## src/rtl/pipe_stage_reg_if.sv

```systemverilog
// Bundle of signals between a pipeline stage and its inter-stage register.
// The master modport is the upstream stage/hazard unit; the slave modport is the register.
interface pipe_stage_reg_if #(
  parameter int NUM_WORDS = 2,
  parameter int TNEW_W    = 2,
  parameter int CNT_W     = 16
);
  logic                    en;
  logic                    flush;
  logic                    valid_i;
  logic                    reg_write_i;
  logic                    mem_to_reg_i;
  logic                    link_i;
  logic [4:0]              a3_i;
  logic [TNEW_W-1:0]       tnew_i;
  logic [31:0]             pc_i;
  logic [NUM_WORDS*32-1:0] payload_i;

  logic                    valid_o;
  logic                    reg_write_o;
  logic                    mem_to_reg_o;
  logic                    link_o;
  logic [4:0]              a3_o;
  logic [TNEW_W-1:0]       tnew_o;
  logic [31:0]             pc_o;
  logic [31:0]             pc8_o;
  logic [NUM_WORDS*32-1:0] payload_o;
  logic                    fwd_ready_o;
  logic [CNT_W-1:0]        stall_cnt_o;
  logic [CNT_W-1:0]        bubble_cnt_o;

  modport master (
    output en, flush, valid_i, reg_write_i, mem_to_reg_i, link_i,
           a3_i, tnew_i, pc_i, payload_i,
    input  valid_o, reg_write_o, mem_to_reg_o, link_o, a3_o, tnew_o,
           pc_o, pc8_o, payload_o, fwd_ready_o, stall_cnt_o, bubble_cnt_o
  );

  modport slave (
    input  en, flush, valid_i, reg_write_i, mem_to_reg_i, link_i,
           a3_i, tnew_i, pc_i, payload_i,
    output valid_o, reg_write_o, mem_to_reg_o, link_o, a3_o, tnew_o,
           pc_o, pc8_o, payload_o, fwd_ready_o, stall_cnt_o, bubble_cnt_o
  );
endinterface

```

## src/rtl/pipe_stage_reg.sv

```systemverilog
// Generic MIPS inter-stage pipeline register with stall, flush (bubble) and Tnew decrement,
// plus a forward-ready flag and saturating stall/bubble counters.
module pipe_stage_reg #(
  parameter int NUM_WORDS        = 2,
  parameter int TNEW_W           = 2,
  parameter int DEC_TNEW         = 1,
  parameter int KEEP_PC_ON_FLUSH = 1,
  parameter int CNT_W            = 16
) (
  input logic              clk,
  input logic              reset,
  pipe_stage_reg_if.slave  bus
);

  localparam int PAYLOAD_W = NUM_WORDS * 32;
  localparam logic [TNEW_W-1:0] TNEW_ONE = TNEW_W'(1);
  localparam logic [CNT_W-1:0]  CNT_ONE  = CNT_W'(1);

  if (NUM_WORDS < 1 || NUM_WORDS > 8) begin : g_bad_num_words
    $error("pipe_stage_reg: NUM_WORDS must be in 1..8");
  end

  logic                 valid_q, valid_n;
  logic                 reg_write_q, reg_write_n;
  logic                 mem_to_reg_q, mem_to_reg_n;
  logic                 link_q, link_n;
  logic [4:0]           a3_q, a3_n;
  logic [TNEW_W-1:0]    tnew_q, tnew_n;
  logic [TNEW_W-1:0]    tnew_load;
  logic [31:0]          pc_q, pc_n;
  logic [31:0]          pc8_q, pc8_n;
  logic [PAYLOAD_W-1:0] payload_q, payload_n;
  logic [CNT_W-1:0]     stall_cnt_q, stall_cnt_n;
  logic [CNT_W-1:0]     bubble_cnt_q, bubble_cnt_n;

  // Next-state selection: flush beats stall beats load; hold is the default.
  always_comb begin
    valid_n      = valid_q;
    reg_write_n  = reg_write_q;
    mem_to_reg_n = mem_to_reg_q;
    link_n       = link_q;
    a3_n         = a3_q;
    tnew_n       = tnew_q;
    pc_n         = pc_q;
    pc8_n        = pc8_q;
    payload_n    = payload_q;
    tnew_load    = bus.tnew_i;

    if (DEC_TNEW != 0) begin
      tnew_load = (bus.tnew_i == '0) ? '0 : (bus.tnew_i - TNEW_ONE);
    end

    if (bus.flush) begin
      valid_n      = 1'b0;
      reg_write_n  = 1'b0;
      mem_to_reg_n = 1'b0;
      link_n       = 1'b0;
      a3_n         = 5'd0;
      tnew_n       = '0;
      payload_n    = '0;
      // Bubbles may keep the PC so a later exception still reports a sensible address.
      if (KEEP_PC_ON_FLUSH != 0) begin
        pc_n  = bus.pc_i;
        pc8_n = bus.pc_i + 32'd8;
      end else begin
        pc_n  = 32'd0;
        pc8_n = 32'd0;
      end
    end else if (bus.en) begin
      valid_n      = bus.valid_i;
      reg_write_n  = bus.reg_write_i & bus.valid_i;
      mem_to_reg_n = bus.mem_to_reg_i;
      link_n       = bus.link_i;
      a3_n         = bus.a3_i;
      tnew_n       = tnew_load;
      pc_n         = bus.pc_i;
      pc8_n        = bus.pc_i + 32'd8;
      payload_n    = bus.payload_i;
    end
  end

  // A flushed edge counts as a bubble only, even when en is low at the same time.
  always_comb begin
    stall_cnt_n  = stall_cnt_q;
    bubble_cnt_n = bubble_cnt_q;
    if (bus.flush) begin
      if (bubble_cnt_q != '1) begin
        bubble_cnt_n = bubble_cnt_q + CNT_ONE;
      end
    end else if (!bus.en) begin
      if (stall_cnt_q != '1) begin
        stall_cnt_n = stall_cnt_q + CNT_ONE;
      end
    end
  end

  always_ff @(posedge clk) begin
    if (reset) begin
      valid_q      <= 1'b0;
      reg_write_q  <= 1'b0;
      mem_to_reg_q <= 1'b0;
      link_q       <= 1'b0;
      a3_q         <= 5'd0;
      tnew_q       <= '0;
      pc_q         <= 32'd0;
      pc8_q        <= 32'd0;
      payload_q    <= '0;
      stall_cnt_q  <= '0;
      bubble_cnt_q <= '0;
    end else begin
      valid_q      <= valid_n;
      reg_write_q  <= reg_write_n;
      mem_to_reg_q <= mem_to_reg_n;
      link_q       <= link_n;
      a3_q         <= a3_n;
      tnew_q       <= tnew_n;
      pc_q         <= pc_n;
      pc8_q        <= pc8_n;
      payload_q    <= payload_n;
      stall_cnt_q  <= stall_cnt_n;
      bubble_cnt_q <= bubble_cnt_n;
    end
  end

  assign bus.valid_o      = valid_q;
  assign bus.reg_write_o  = reg_write_q;
  assign bus.mem_to_reg_o = mem_to_reg_q;
  assign bus.link_o       = link_q;
  assign bus.a3_o         = a3_q;
  assign bus.tnew_o       = tnew_q;
  assign bus.pc_o         = pc_q;
  assign bus.pc8_o        = pc8_q;
  assign bus.payload_o    = payload_q;
  assign bus.stall_cnt_o  = stall_cnt_q;
  assign bus.bubble_cnt_o = bubble_cnt_q;

  // $0 is hardwired to zero, so a pending write to it is never worth forwarding.
  assign bus.fwd_ready_o = valid_q & reg_write_q & (a3_q != 5'd0) & (tnew_q == '0);

endmodule

```

## src/flat_wrapper.sv

```systemverilog
// flat-port wrapper written by rule: the top's interface ports become plain ports
module pipe_stage_reg_flat 
#(
  parameter int NUM_WORDS        = 2,
  parameter int TNEW_W           = 2,
  parameter int DEC_TNEW         = 1,
  parameter int KEEP_PC_ON_FLUSH = 1,
  parameter int CNT_W            = 16
)
  (clk, reset, bus_en, bus_flush, bus_valid_i, bus_reg_write_i, bus_mem_to_reg_i, bus_link_i, bus_a3_i, bus_tnew_i, bus_pc_i, bus_payload_i, bus_valid_o, bus_reg_write_o, bus_mem_to_reg_o, bus_link_o, bus_a3_o, bus_tnew_o, bus_pc_o, bus_pc8_o, bus_payload_o, bus_fwd_ready_o, bus_stall_cnt_o, bus_bubble_cnt_o);
  pipe_stage_reg_if #(.NUM_WORDS(NUM_WORDS), .TNEW_W(TNEW_W), .CNT_W(CNT_W)) bus_i ();
  input logic clk;
  input logic reset;
  input wire logic [$bits(bus_i.en)-1:0] bus_en;
  input wire logic [$bits(bus_i.flush)-1:0] bus_flush;
  input wire logic [$bits(bus_i.valid_i)-1:0] bus_valid_i;
  input wire logic [$bits(bus_i.reg_write_i)-1:0] bus_reg_write_i;
  input wire logic [$bits(bus_i.mem_to_reg_i)-1:0] bus_mem_to_reg_i;
  input wire logic [$bits(bus_i.link_i)-1:0] bus_link_i;
  input wire logic [$bits(bus_i.a3_i)-1:0] bus_a3_i;
  input wire logic [$bits(bus_i.tnew_i)-1:0] bus_tnew_i;
  input wire logic [$bits(bus_i.pc_i)-1:0] bus_pc_i;
  input wire logic [$bits(bus_i.payload_i)-1:0] bus_payload_i;
  output wire logic [$bits(bus_i.valid_o)-1:0] bus_valid_o;
  output wire logic [$bits(bus_i.reg_write_o)-1:0] bus_reg_write_o;
  output wire logic [$bits(bus_i.mem_to_reg_o)-1:0] bus_mem_to_reg_o;
  output wire logic [$bits(bus_i.link_o)-1:0] bus_link_o;
  output wire logic [$bits(bus_i.a3_o)-1:0] bus_a3_o;
  output wire logic [$bits(bus_i.tnew_o)-1:0] bus_tnew_o;
  output wire logic [$bits(bus_i.pc_o)-1:0] bus_pc_o;
  output wire logic [$bits(bus_i.pc8_o)-1:0] bus_pc8_o;
  output wire logic [$bits(bus_i.payload_o)-1:0] bus_payload_o;
  output wire logic [$bits(bus_i.fwd_ready_o)-1:0] bus_fwd_ready_o;
  output wire logic [$bits(bus_i.stall_cnt_o)-1:0] bus_stall_cnt_o;
  output wire logic [$bits(bus_i.bubble_cnt_o)-1:0] bus_bubble_cnt_o;
  assign bus_i.en = bus_en;
  assign bus_i.flush = bus_flush;
  assign bus_i.valid_i = bus_valid_i;
  assign bus_i.reg_write_i = bus_reg_write_i;
  assign bus_i.mem_to_reg_i = bus_mem_to_reg_i;
  assign bus_i.link_i = bus_link_i;
  assign bus_i.a3_i = bus_a3_i;
  assign bus_i.tnew_i = bus_tnew_i;
  assign bus_i.pc_i = bus_pc_i;
  assign bus_i.payload_i = bus_payload_i;
  assign bus_valid_o = bus_i.valid_o;
  assign bus_reg_write_o = bus_i.reg_write_o;
  assign bus_mem_to_reg_o = bus_i.mem_to_reg_o;
  assign bus_link_o = bus_i.link_o;
  assign bus_a3_o = bus_i.a3_o;
  assign bus_tnew_o = bus_i.tnew_o;
  assign bus_pc_o = bus_i.pc_o;
  assign bus_pc8_o = bus_i.pc8_o;
  assign bus_payload_o = bus_i.payload_o;
  assign bus_fwd_ready_o = bus_i.fwd_ready_o;
  assign bus_stall_cnt_o = bus_i.stall_cnt_o;
  assign bus_bubble_cnt_o = bus_i.bubble_cnt_o;
  pipe_stage_reg #(.NUM_WORDS(NUM_WORDS), .TNEW_W(TNEW_W), .DEC_TNEW(DEC_TNEW), .KEEP_PC_ON_FLUSH(KEEP_PC_ON_FLUSH), .CNT_W(CNT_W)) u_core (.clk(clk), .reset(reset), .bus(bus_i));
endmodule
```

## config.mk

```make
export PLATFORM = sky130hd
export DESIGN_NAME = pipe_stage_reg_flat
export DESIGN_NICKNAME = d
export VERILOG_FILES = /design/src/rtl/pipe_stage_reg_if.sv /design/src/rtl/pipe_stage_reg.sv /design/src/flat_wrapper.sv
export SDC_FILE = /design/constraint.sdc
export NUM_CORES = 1
export LEC_CHECK = 0
export ABC_AREA = 0
export BUFFER_PORTS_ARGS = -buffer_cell sky130_fd_sc_hd__buf_2
export CORE_UTILIZATION = 50
export CTS_BUF_LIST = sky130_fd_sc_hd__clkbuf_8
export CTS_CLUSTER_SIZE = 10
export DETAILED_ROUTE_END_ITERATION = 12
export PLACE_DENSITY = 0.79
export REMOVE_ABC_BUFFERS = 1
export SYNTH_ARGS = -nofsm -noshare
export SYNTH_HDL_FRONTEND = slang
export SYNTH_SLANG_ARGS = --single-unit
```

## constraint.sdc

```tcl
create_clock -name clk -period 2.1 [get_ports clk]
set_input_delay 0.42 -clock clk [delete_from_list [all_inputs] [get_ports clk]]
set_output_delay 0.42 -clock clk [all_outputs]
set_load 0.01 [all_outputs]
```

==> out/metrics.yaml <==
placement:
  buffer_ports.inserted: 282
  routability_congestion: 0.8470
  place.detailed.hpwl_mm: 13.89
sta:
  clock_skew_ns: 0.005957
  report.final.hold_viol_count: 0
  highest_attainable_clock_frequency_ghz: 0.4971
  timing_worst_slew_pin_value_ns: 0.5322
  final_hold_slack_ns: 0.2016
  finalSetupViolations: 0
  rsz_0062_raised_after_global_routing: "no"
  timing.final.crit_period_ns: 2.012
  post-route-period-util: 0.9579
  final-max-slew-violation-count: 0
  totalNegativeSetupSlack_ns: 0
  relSlewSlack: 0.6419
clock_tree:
  cts_tree: "yes"
  htree_num_levels: 4
  clkSinkCount: 168
  cts_made_buffers: 17
  ctsLongestPathBuffers: 2
  clk_transition_reported_paths_ns: 0.09
  cts_root_buf: "clkbuf_8"
  hold_buffer_count_at_cts: 0
  clock_latency_ns: 0.45
logic_synthesis:
  ys_ff_latch: 168
  synth.cell_area_um2: 7007
  synth-seq-area-share: 0.4800
  post_synthesis_cells: 788
  syn_avg_cell_area_um2: 8.892
  synth.distinct_cells: 44
  synth.yosys.warnings: 0
layout:
  fillerInstances: 1148
  drive_gt1_frac: 0.3318
  areaGrowthSynthToFinish_pct: 28.64
  mostFrequentLayoutCells: "buf_2, dfxtp_1, nor2_1, nand2_1, mux2i_1"
  layout.cells.most_common: "buf_2"
  nNetsFinal: 1171
grt:
  total_overflow_reported_by_the_global_router: 0
  grt_first_pass_wirelength_mm: 29.65
  busiest_layer: "met2"
  first_global_vias: 5951
  grt_start_max_net_pins: 95
  grt_util_met2: 0.4547
  global_route.usage.met3: 0.08160
  grt.met1_usage: 0.2886
  grt_use_total: 0.2603
  grt_antenna_before_repair: 2
die:
  floorplan.initialDensity: 0.5208
  floorplan.io_pins: 283
  die-width_um: 120.4
  floorplan.rows: 42
  die_outline_area_um2: 14490
  std_cell_core_area_um2: 13450
  fp.dieH_um: 120.4
route:
  antenna_violating_nets_post_route: 0
  detail_route.wirelength_mm: 19.12
  vias: 6658
  wl_per_cell_um: 15.32
  via_per_inst: 5.335
  drc_errors: 0
  drt_iter0_markers: 329
  drt-pass1-iter-count: 5
pwr:
  leakage_uw: 0.004202
  powerDensity_nw_per_um2: 703.3
  pwr-share-clk: 0.343
  total_power_uw: 6340
  net-switching-power_uw: 1710
  internal_power_uw: 4630
  switching_share: 0.2697
  power_frac_comb: 0.123
  vdd_ir_drop_max_v: 0.0004314
  sequential_power_share: 0.534
worst_setup_path:
  critical_path.endpoint_type: "output pin"
  critPathRequiredTime_ns: 1.68
  setup.worst_path.class: "reg -> out"
  worst-endpoint-arrival_ns: 1.59
  critPathLaunchType: "flip-flop"
  timing.critical_path.fanout_max: 2
hold_path:
  hold_path_class: "in -> reg"
status:
  status: "finished, final reports clean"
flow_run:
  maxCapViolCount: 0
==> synth_stat cells (all sizes together) <==
| library cell | n | share of area |
|---|---|---|
| a21oi | 60 | 0.043 |
| o31ai | 21 | 0.022 |
| or3 | 13 | 0.012 |
| ha | 3 | 0.0054 |
| nor2 | 114 | 0.061 |
| nor3 | 8 | 0.0057 |
| o2111a | 1 | 0.0016 |
| xor2 | 9 | 0.011 |
| and2 | 5 | 0.0045 |
| o21ai | 16 | 0.011 |
| nor4 | 10 | 0.0098 |
| o31a | 1 | 0.0013 |
| a31oi | 5 | 0.0045 |
| a211oi | 13 | 0.014 |
| mux2i | 74 | 0.11 |
| nand4 | 25 | 0.026 |
| or2 | 1 | 0.00089 |
| inv | 11 | 0.0059 |
| or4 | 22 | 0.024 |
| dfxtp | 168 | 0.48 |
| clkbuf | 28 | 0.015 |
| buf | 28 | 0.021 |
| nand3b | 1 | 0.0011 |
| and3 | 3 | 0.0027 |
| nand2 | 90 | 0.048 |
| nand3 | 17 | 0.012 |
| and4 | 8 | 0.010 |
| nor2b | 5 | 0.0045 |
| mux2 | 5 | 0.0080 |
| nand2b | 4 | 0.0036 |
| xnor2 | 2 | 0.0025 |
| nor3b | 1 | 0.0011 |
| a41oi | 1 | 0.0013 |
| o311a | 1 | 0.0014 |
| a31o | 1 | 0.0013 |
| a311oi | 13 | 0.016 |
==> metrics by stage <==
stage,cell area [um2],setup slack [ns],instances,util
3_5_place_dp,8603,-0.03578,1211,0.6395
3_3_place_gp,8603,0.01849,1211,0.6395
6_report,9014,0.08834,1248,0.6700
5_1_grt,9011,0.01187,1247,0.6698
2_1_floorplan,6754,-0.5946,732,-
4_1_cts,9002,-0.003239,1246,0.6692
==> sequential cells by signal (all words and copies together) (netlist names) <==
name                     flops
u_core.bus.link_o            1
u_core.bus.stall_cnt_o      16
u_core.bus.pc_o             29
u_core.bus.tnew_o            2
u_core.bus.payload_o        64
u_core.bus.reg_write_o       1
u_core.bus.mem_to_reg_o      1
u_core.bus.a3_o              5
u_core.bus.bubble_cnt_o     16
u_core.bus.pc8_o            32
u_core.bus.valid_o           1
==> power groups by stage <==
stage               clock (uW)  combinational (uW)  sequential [uW]
floorplan                    0                 279             3520
finish                    2170                 780             3380
CTS                       2240                 782             3380
detailed placement           0                 775             3460
global route              2400                 854             3400
global placement             0                 763             3450
==> final cells by class <==
| cell class | instances | area [um2] | area share |
|---|---|---|---|
| Clock inverter | 14 | 125.1 | 0.01388 |
| Clock buffer | 18 | 247.7 | 0.02748 |
| Sequential cell | 168 | 3367 | 0.3735 |
| Multi-Input combinational cell | 553 | 3363 | 0.3731 |
| Timing Repair Buffer | 306 | 1644 | 0.1824 |
| Inverter | 11 | 41.29 | 0.004581 |
| Tap cell | 176 | 220.2 | 0.02443 |
| Antenna cell | 2 | 5.005 | 0.0005552 |
==> per-layer routing <==
metal	vias to the layer above	routed length, um
met5	-	0
met2	250	9483
met3	33	1551
met4	0	509
met1	3034	7580
li1	3341	-
==> logic make-up after synthesis <==
family                     count (synthesis)  share of synthesized area
buffers and inverters                     67                    0.04196
AOI/OAI and AO/OA                        133                     0.1182
xor gates and xnor gates                  11                    0.01375
muxes                                     79                     0.1137
adders and majority gates                  3                   0.005358
DFF                                      168                     0.4800
and+or+nand+nor                          327                     0.2270
==> timing repair <==
item | CTS | global route
endpoints found under the setup margin | 1 | 1
resized for setup | 3 | 2
hold endpoints to repair | 0 | 0
pin swaps | 3 | 1
buffers inserted | 3 | 0
==> critical path: stages (launching register included) <==
cell,delay (ns)
dfxtp_2,0.33
or4_4,0.53
nor2_2,0.10
nor4_1,0.05
buf_2,0.14
==> path summary, 6_finish.rpt <==
kind / startpoint / endpoint / slack, ns / depth (start not counted)
worst min-delay path: bus_a3_i[3] / u_core.bus.a3_o[3]$_SDFFE_PP0P_ / 0.20 / 3
worst min register to register: u_core.bus.pc_o[24]$_SDFFE_PP0N_ / u_core.bus.pc_o[24]$_SDFFE_PP0N_ / 0.45 / 2
worst max register to register: u_core.bus.bubble_cnt_o[0]$_SDFFE_PP0P_ / u_core.bus.bubble_cnt_o[10]$_SDFFE_PP0P_ / 0.27 / 5
worst max-delay path: u_core.bus.a3_o[2]$_SDFFE_PP0P_ / bus_fwd_ready_o / 0.09 / 4
Note: power is estimated with default switching activity, not from simulation.
